**src/rtl/rr_grant_arbiter.sv**
```systemverilog
// Round-robin arbiter with registered one-hot grant, encoded index and a
// per-owner burst limit. A released owner drops to lowest priority.
module rr_grant_arbiter #(
    parameter int N        = 8,
    parameter int IDW      = 3,
    parameter int MAX_HOLD = 16
) (
    input  logic           clk,
    input  logic           rst,
    input  logic [N-1:0]   req,
    output logic [N-1:0]   gnt,
    output logic [IDW-1:0] gnt_id,
    output logic           gnt_valid
);

    localparam int             HCW       = (MAX_HOLD > 1) ? $clog2(MAX_HOLD) : 1;
    localparam logic [HCW-1:0] HOLD_LAST = (MAX_HOLD > 0) ? HCW'(MAX_HOLD - 1) : '0;
    localparam logic [IDW-1:0] LAST_ID   = IDW'(N - 1);

    typedef enum logic {
        IDLE,
        GRANT
    } state_t;

    state_t         state;
    logic [IDW-1:0] ptr;
    logic [HCW-1:0] hold_cnt;

    logic           release_now;
    logic [IDW-1:0] ptr_next;
    logic [IDW-1:0] scan_start;
    logic           win_found;
    logic [IDW-1:0] win_id;
    logic [N-1:0]   win_onehot;

    // Release decision and the pointer that takes effect if the owner lets go.
    // NOTE: every always_comb output gets a default first so no latch is inferred.
    always_comb begin
        release_now = 1'b0;
        ptr_next    = ptr;
        if (state == GRANT) begin
            release_now = !req[gnt_id] ||
                          ((MAX_HOLD != 0) && (hold_cnt == HOLD_LAST));
            ptr_next    = (gnt_id == LAST_ID) ? '0 : gnt_id + 1'b1;
        end
        scan_start = (state == GRANT) ? ptr_next : ptr;
    end

    // Rotating-priority encode: walking the scan order backwards lets the
    // earliest requester (closest to scan_start) overwrite the others.
    always_comb begin
        win_found  = 1'b0;
        win_id     = '0;
        for (int i = N - 1; i >= 0; i--) begin
            if (req[(int'(scan_start) + i) % N]) begin
                win_found = 1'b1;
                win_id    = IDW'((int'(scan_start) + i) % N);
            end
        end
        win_onehot         = '0;
        win_onehot[win_id] = 1'b1;
    end

    // NOTE: sequential state uses non-blocking assignments only, so every
    // register sees the pre-edge values of all the others.
    always_ff @(posedge clk) begin
        if (rst) begin
            state     <= IDLE;
            ptr       <= '0;
            hold_cnt  <= '0;
            gnt       <= '0;
            gnt_id    <= '0;
            gnt_valid <= 1'b0;
        end else begin
            case (state)
                IDLE: begin
                    if (win_found) begin
                        state     <= GRANT;
                        gnt       <= win_onehot;
                        gnt_id    <= win_id;
                        gnt_valid <= 1'b1;
                        hold_cnt  <= '0;
                    end
                end
                GRANT: begin
                    if (!release_now) begin
                        if (hold_cnt != '1) begin
                            hold_cnt <= hold_cnt + 1'b1;
                        end
                    end else begin
                        ptr      <= ptr_next;
                        hold_cnt <= '0;
                        if (win_found) begin
                            gnt       <= win_onehot;
                            gnt_id    <= win_id;
                            gnt_valid <= 1'b1;
                        end else begin
                            state     <= IDLE;
                            gnt       <= '0;
                            gnt_id    <= '0;
                            gnt_valid <= 1'b0;
                        end
                    end
                end
                default: state <= IDLE;
            endcase
        end
    end

    // Output invariants; a grant must always point at a live request.
    a_onehot: assert property (@(posedge clk) disable iff (rst) $onehot0(gnt));
    a_valid:  assert property (@(posedge clk) disable iff (rst) gnt_valid == (|gnt));
    a_index:  assert property (@(posedge clk) disable iff (rst)
                               gnt_valid |-> (gnt == win_onehot_of(gnt_id)));

    function automatic logic [N-1:0] win_onehot_of(input logic [IDW-1:0] id);
        logic [N-1:0] v;
        v     = '0;
        v[id] = 1'b1;
        return v;
    endfunction

endmodule

```
**config.mk**
```make
export PLATFORM = sky130hd
export DESIGN_NAME = rr_grant_arbiter
export DESIGN_NICKNAME = d
export VERILOG_FILES = /design/src/rtl/rr_grant_arbiter.sv
export SDC_FILE = /design/constraint.sdc
export NUM_CORES = 1
export LEC_CHECK = 0
export CAP_MARGIN = 15
export CORE_ASPECT_RATIO = 0.5
export CORE_MARGIN = 2
export CORE_UTILIZATION = 30
export CTS_CLUSTER_SIZE = 25
export DETAILED_ROUTE_END_ITERATION = 7
export SYNTH_ARGS = -nofsm -noshare
export SYNTH_HDL_FRONTEND = slang
export SYNTH_SLANG_ARGS = --single-unit
```
**constraint.sdc**
```tcl
create_clock -name clk -period 4.6 [get_ports clk]
set_clock_uncertainty 0.15 [all_clocks]
set_input_delay 0.69 -clock clk [delete_from_list [all_inputs] [get_ports clk]]
set_output_delay 0.69 -clock clk [all_outputs]
set_load 0.1 [all_outputs]
```
# Yosys cells after proc, flatten, opt, wreduce, memory -nomap -nowiden
# Cells that the tools add are included.
# word_totals
register_bits	20
wordCells	117
# op_classes
mux	64
order_cmp	11
bitwise	8
n_reduce_logical	13
eq_ne	6
addsub	9
# op_table
operator	count
$mux W3	13
$lt A4 B5 Y1 const B	7
$mux W1	30
$bmux W1 S3	9
$mux W8	3
$reduce_or A3 Y1	7
$pmux W8 S2	1
$add A3 B3 Y3 const B	4
$lt A3 B4 Y1 const B	3
$mux W4	3
$pmux W4 S2	1
$and A1 B1 Y1 const A	7
$add A3 B1 Y3 const B	2
$add A3 B2 Y3 const B	2
$pmux W3 S2	1
$reduce_and A2 Y1	3
$add A4 B1 Y4 const B	1
$eq A4 B4 Y1 const B	1
$ne A4 B4 Y1 const B	1
$pmux W1 S2	2
$demux W1 S3	1
$eq A3 B3 Y1 const B	1
$ge A3 B1 Y1 const B	1
$ne A3 B1 Y1 const B	1
6 further kinds	6

# Longest topological paths before layout
# logic_depth
ltp_word	24
depth_mapped	16
depth_no_buf	13

# Worst setup path before layout
# Ideal clock, no wire load.
# synth_timing
path_type	register -> register
from	reg gnt_id[0]
to	reg gnt[0]
setup_time_ps	96
n_path_buf	2
slack_ps	-54
t_required_ps	4354
stages_incl_launch_ff	16
arrival_time_ps	4409
path_cell_list	dfxtp_1 > ha_1 > ha_1 > nor3b_4 > nor2_4 > buf_6 > ha_1 > clkbuf_1 > mux2_2 > inv_1 > mux4_2 > and3_1 > nand4_2 > o21ai_1 > or3_4 > o41ai_2
# synth_via
elab_chain_cells	22
elab_cells_between_ends	67
# synth_lines
item	line	source
from (decl)	12	output logic [IDW-1:0] gnt_id,
from (signal assigned)	80	gnt_id <= win_id;
from (signal assigned)	95	gnt_id <= win_id;
$add A3 B1 Y3 or $eq A3 B3 Y1 (tied branches)	44	ptr_next = (gnt_id == LAST_ID) ? '0 : gnt_id + 1'b1;
$mux W3	44	
$mux W3	46	scan_start = (state == GRANT) ? ptr_next : ptr;
$add A3 B3 Y3	55, 57	
$bmux W1 S3	55	if (req[(int'(scan_start) + i) % N]) begin
$mux W1 (not written as such) (2 in series)	55	
$mux W3 (8 in series)	55	
$lt A3 B4 Y1 (not written as such) or $ge A3 B1 Y1 (tied branches)	61	win_onehot[win_id] = 1'b1;
$logic_and A1 B1 Y1 (not written as such)	61	
$mux W1 (not written as such)	61	
$demux W1 S3	61	
$mux W8	93	if (win_found) begin
$mux W8	86	if (!release_now) begin
$pmux W8 S2	75	case (state)
to (signal assigned)	79	gnt <= win_onehot;
to (signal assigned)	94	gnt <= win_onehot;
to (decl)	11	output logic [N-1:0] gnt,
# Several ways; a longest one is shown, not always the timed one. The select of a mux whose other input is x is not followed.
# A chain may end at the register's enable or synchronous reset.

# Worst setup path in the final report
# layout_timing
from	reg gnt_id[1]
to	reg gnt[1]
# Same word-level chain as after synthesis.

==> impl_results.md <==
* Arrival @ worst endpoint at 4.19 ns
* Tcrit/Tclk final at 91.25%
* Clk_lat worst skew at 0.26 ns
* Critical path class: reg2reg
* Global route overflow at 0
* Top_reg_cell synth: dfxtp_1
* Clock sink count at 20
* Worst hold stages at 2
* Synth area leaders: dfxtp_1 18%, mux4_2 17%, mux2i_1 6.0%
* Hold-fix buffer count after cts at 0
* Fmax at 238.2 MHz
* Maximum clock insertion buffer count at 2
* Required @ worst endpoint at 4.60 ns
* CTS tree: built
* Via count at 2057
* Final Max Slew Viols at 0
* Max-cap violations at 0
* Slew @ Worst Pin at 0.9703 ns
* Die width at 124.5 um
* Worst hold-check path type: reg2reg
* All-Layer GR Usage at ~16%
* Number of I/O pins at 22
* Static leakage at 0.0009464 uW
* Die ar. at around 8000 sq um
* Pwr/cell area at 730.2 nW/um^2
* Number of global-route vias before repair at 2000
* H-tree depth at 1
* Post-synth EDFFs at 0
* DR pass1 iterations at 4
* Starting Density at 31.78%
* Residual DRC at 0
* Post-CTS Setup Repair Bufs at 0
* Cells on worst reg2reg path at 12
* Worst Path Max Fanout at 10
* Global-route wire length before repair at 10330 um
* Core ar. at 6858 sq um
* Post-synth top cells: 20 x a21oi_1, 20 x dfxtp_1, 17 x o21ai_0
* RePlAce Congestion at 0.9659
* Worst setup EP type: flop
* Area of the mapped netlist at 2180 sq um
* DIE HEIGHT at 64.27 um
* Initial antenna violation count at 0
* Worst r2r dst: gnt[1]$_SDFFE_PP0P_
* Yosys Warn Count at 0
* R2R setup slack at a little over 0.4 ns
* Post-synth top area share at 18.37%
* Hold Path End: gnt_valid$_SDFFE_PP0P_
* Mapped Nets at 250
* DP HPWL at 4550 um
* Share of the yosys chip area belonging to registers at 18.37%
* Setup TNS at 0 ns
* Status: completed
* Clock slew at reported path FFs at 0.06 ns
* CTS resizes at 0
* Cell Rows at 21
* Slew HR at between 30% and 40%
* Final Setup Violations at 0
* Final Hold Slack at approximately 0.31 ns
* Area growth from synthesis to layout at 17.62%
* Drt total wl at 6068 um
* Vias per Instance at 6.015
* Largest net degree at the start of global routing at 18
* Startpoint Class: flop
* Tmin final at about 4.2 ns
* #FFs+latches synth at 20
* Yosys cell types at 62
* Routed WL per cell at 17.74 um
* Root Driver: clkbuf_16
* Num CTS Buffers at 3
* Layout cells sized above 1 at 19.20%
* Async set-reset flop share out of synthesis at 0%
* Min-delay src: gnt_valid$_SDFFE_PP0P_
* Fillers at 666
* Utilization after layout at 37.38%
* Initial DRC count at 413
* Final Hold Vio Count at 0
* Post-route ant nets at 0
* Worst vdd ir at approximately 0.14 mV
* Area leader, netlist: dfxtp_1
* Unrepaired setup endpoints after global routing: false
* # diodes at 0
* Syn Area/Cell at 9.275 sq um
* Synth Instances at 235
* FF-to-FF Start: gnt_id[1]$_SDFFE_PP0P_
* IO buf count at 21
* Layout Nets at 266
[cells in the final DEF, fill, tap and decap left out, types with 2 or more instances in the layout]
cell type        count
clkbuf_16            3
dfxtp_1             19
buf_4                8
o41ai_2              2
ha_1                 5
clkdlybuf4s50_1     21
or3_1                2
o2111ai_1            2
o31ai_1              4
nand2_1             14
xnor2_1              2
nand2b_1             3
a211o_1              2
or2_1                2
a32oi_1              2
a21oi_1             20
nor3_1               4
inv_2                2
o21ai_0             17
mux4_2              16
inv_1                4
mux2i_1             13
nor2_1              11
o41ai_1              2
a2bb2oi_1            2
nand3_1             16
a211oi_1             9
and3_1               6
mux2i_4              4
[cell families (layout without fill, tap and decap cells)]
kind of cell | count (synthesis) | count (layout) | share of synthesized area, %
AO/OA/AOI/OAI | 74 | 74 | 23.02
AND/OR/NAND/NOR | 72 | 72 | 19.75
multiplexers | 36 | 36 | 28.30
buffers and inverters | 25 | 40 | 6.142
flip-flops | 20 | 20 | 18.37
adder cells (fa/ha/maj) | 5 | 5 | 2.870
XOR/XNOR | 3 | 3 | 1.550
[flip-flops by register name (all words and copies together) (netlist names)]
signal,count
gnt_valid,1
state,1
gnt_id,3
ptr,3
gnt,8
hold_cnt,4
[layout make-up]
| type | count | area, sq um | share of cell area [%] |
|---|---|---|---|
| repair buffers | 29 | 270.3 | 10.54 |
| flip-flops and latches | 20 | 401.6 | 15.67 |
| clock inverters | 1 | 30.03 | 1.171 |
| clock buffers | 3 | 75.07 | 2.928 |
| inverters | 7 | 26.28 | 1.025 |
| well taps | 92 | 115.1 | 4.490 |
| multi-input cells | 190 | 1645 | 64.18 |
[worst max-delay path, cell delays in order (launching register included)]
cell     delay, ns
dfxtp_1       0.45
ha_1          0.20
ha_1          0.23
nor3b_4       0.09
nor2_4        0.22
inv_2         0.15
ha_1          0.29
xnor2_1       0.57
mux4_2        0.66
nand4_2       0.18
o21ai_1       0.12
or3_4         0.44
o31ai_1       0.33
[stage by stage]
step	total power, uW	cells	setup slack (ns)	instance area, sq um
global placement	1610	338	0.5178	2459
detailed placement	1618	338	0.4168	2459
CTS	1865	342	0.3951	2564
finish	1872	342	0.4027	2564
floorplan	1341	235	0.04741	2181
global route	1995	342	0.1259	2564
[layer usage]
metal | share of wire (%) | vias up | routed length, um | global-route usage [%]
met3 | 8.4 | 16 | 509 | 2.429
met4 | 2.9 | 0 | 174 | 7.725
li1 | - | 949 | - | -
met5 | 0 | - | 0 | 0
met2 | 45 | 107 | 2723 | 25.61
met1 | 44 | 985 | 2661 | 21.10
[worst max path at each step]
stage	start	end	slack (ns)	depth (start not counted)
after global routing	gnt_id[1]$_SDFFE_PP0P_	gnt[0]$_SDFFE_PP0P_	0.13	12
after CTS	gnt_id[1]$_SDFFE_PP0P_	gnt[4]$_SDFFE_PP0P_	0.40	12
final	gnt_id[1]$_SDFFE_PP0P_	gnt[1]$_SDFFE_PP0P_	0.40	12
after floorplan	gnt_id[1]$_SDFFE_PP0P_	gnt[0]$_SDFFE_PP0P_	0.05	15
after global placement	gnt_id[1]$_SDFFE_PP0P_	gnt[0]$_SDFFE_PP0P_	0.52	12
after detailed placement	gnt_id[1]$_SDFFE_PP0P_	gnt[0]$_SDFFE_PP0P_	0.42	12
[report_power, final]
| group | switching (uW) | internal [uW] |
|---|---|---|
| logic | 841 | 532 |
| registers | 41.5 | 216 |
| clock network | 69.0 | 173 |
No activity file was read; power rests on OpenSTA's default activity.
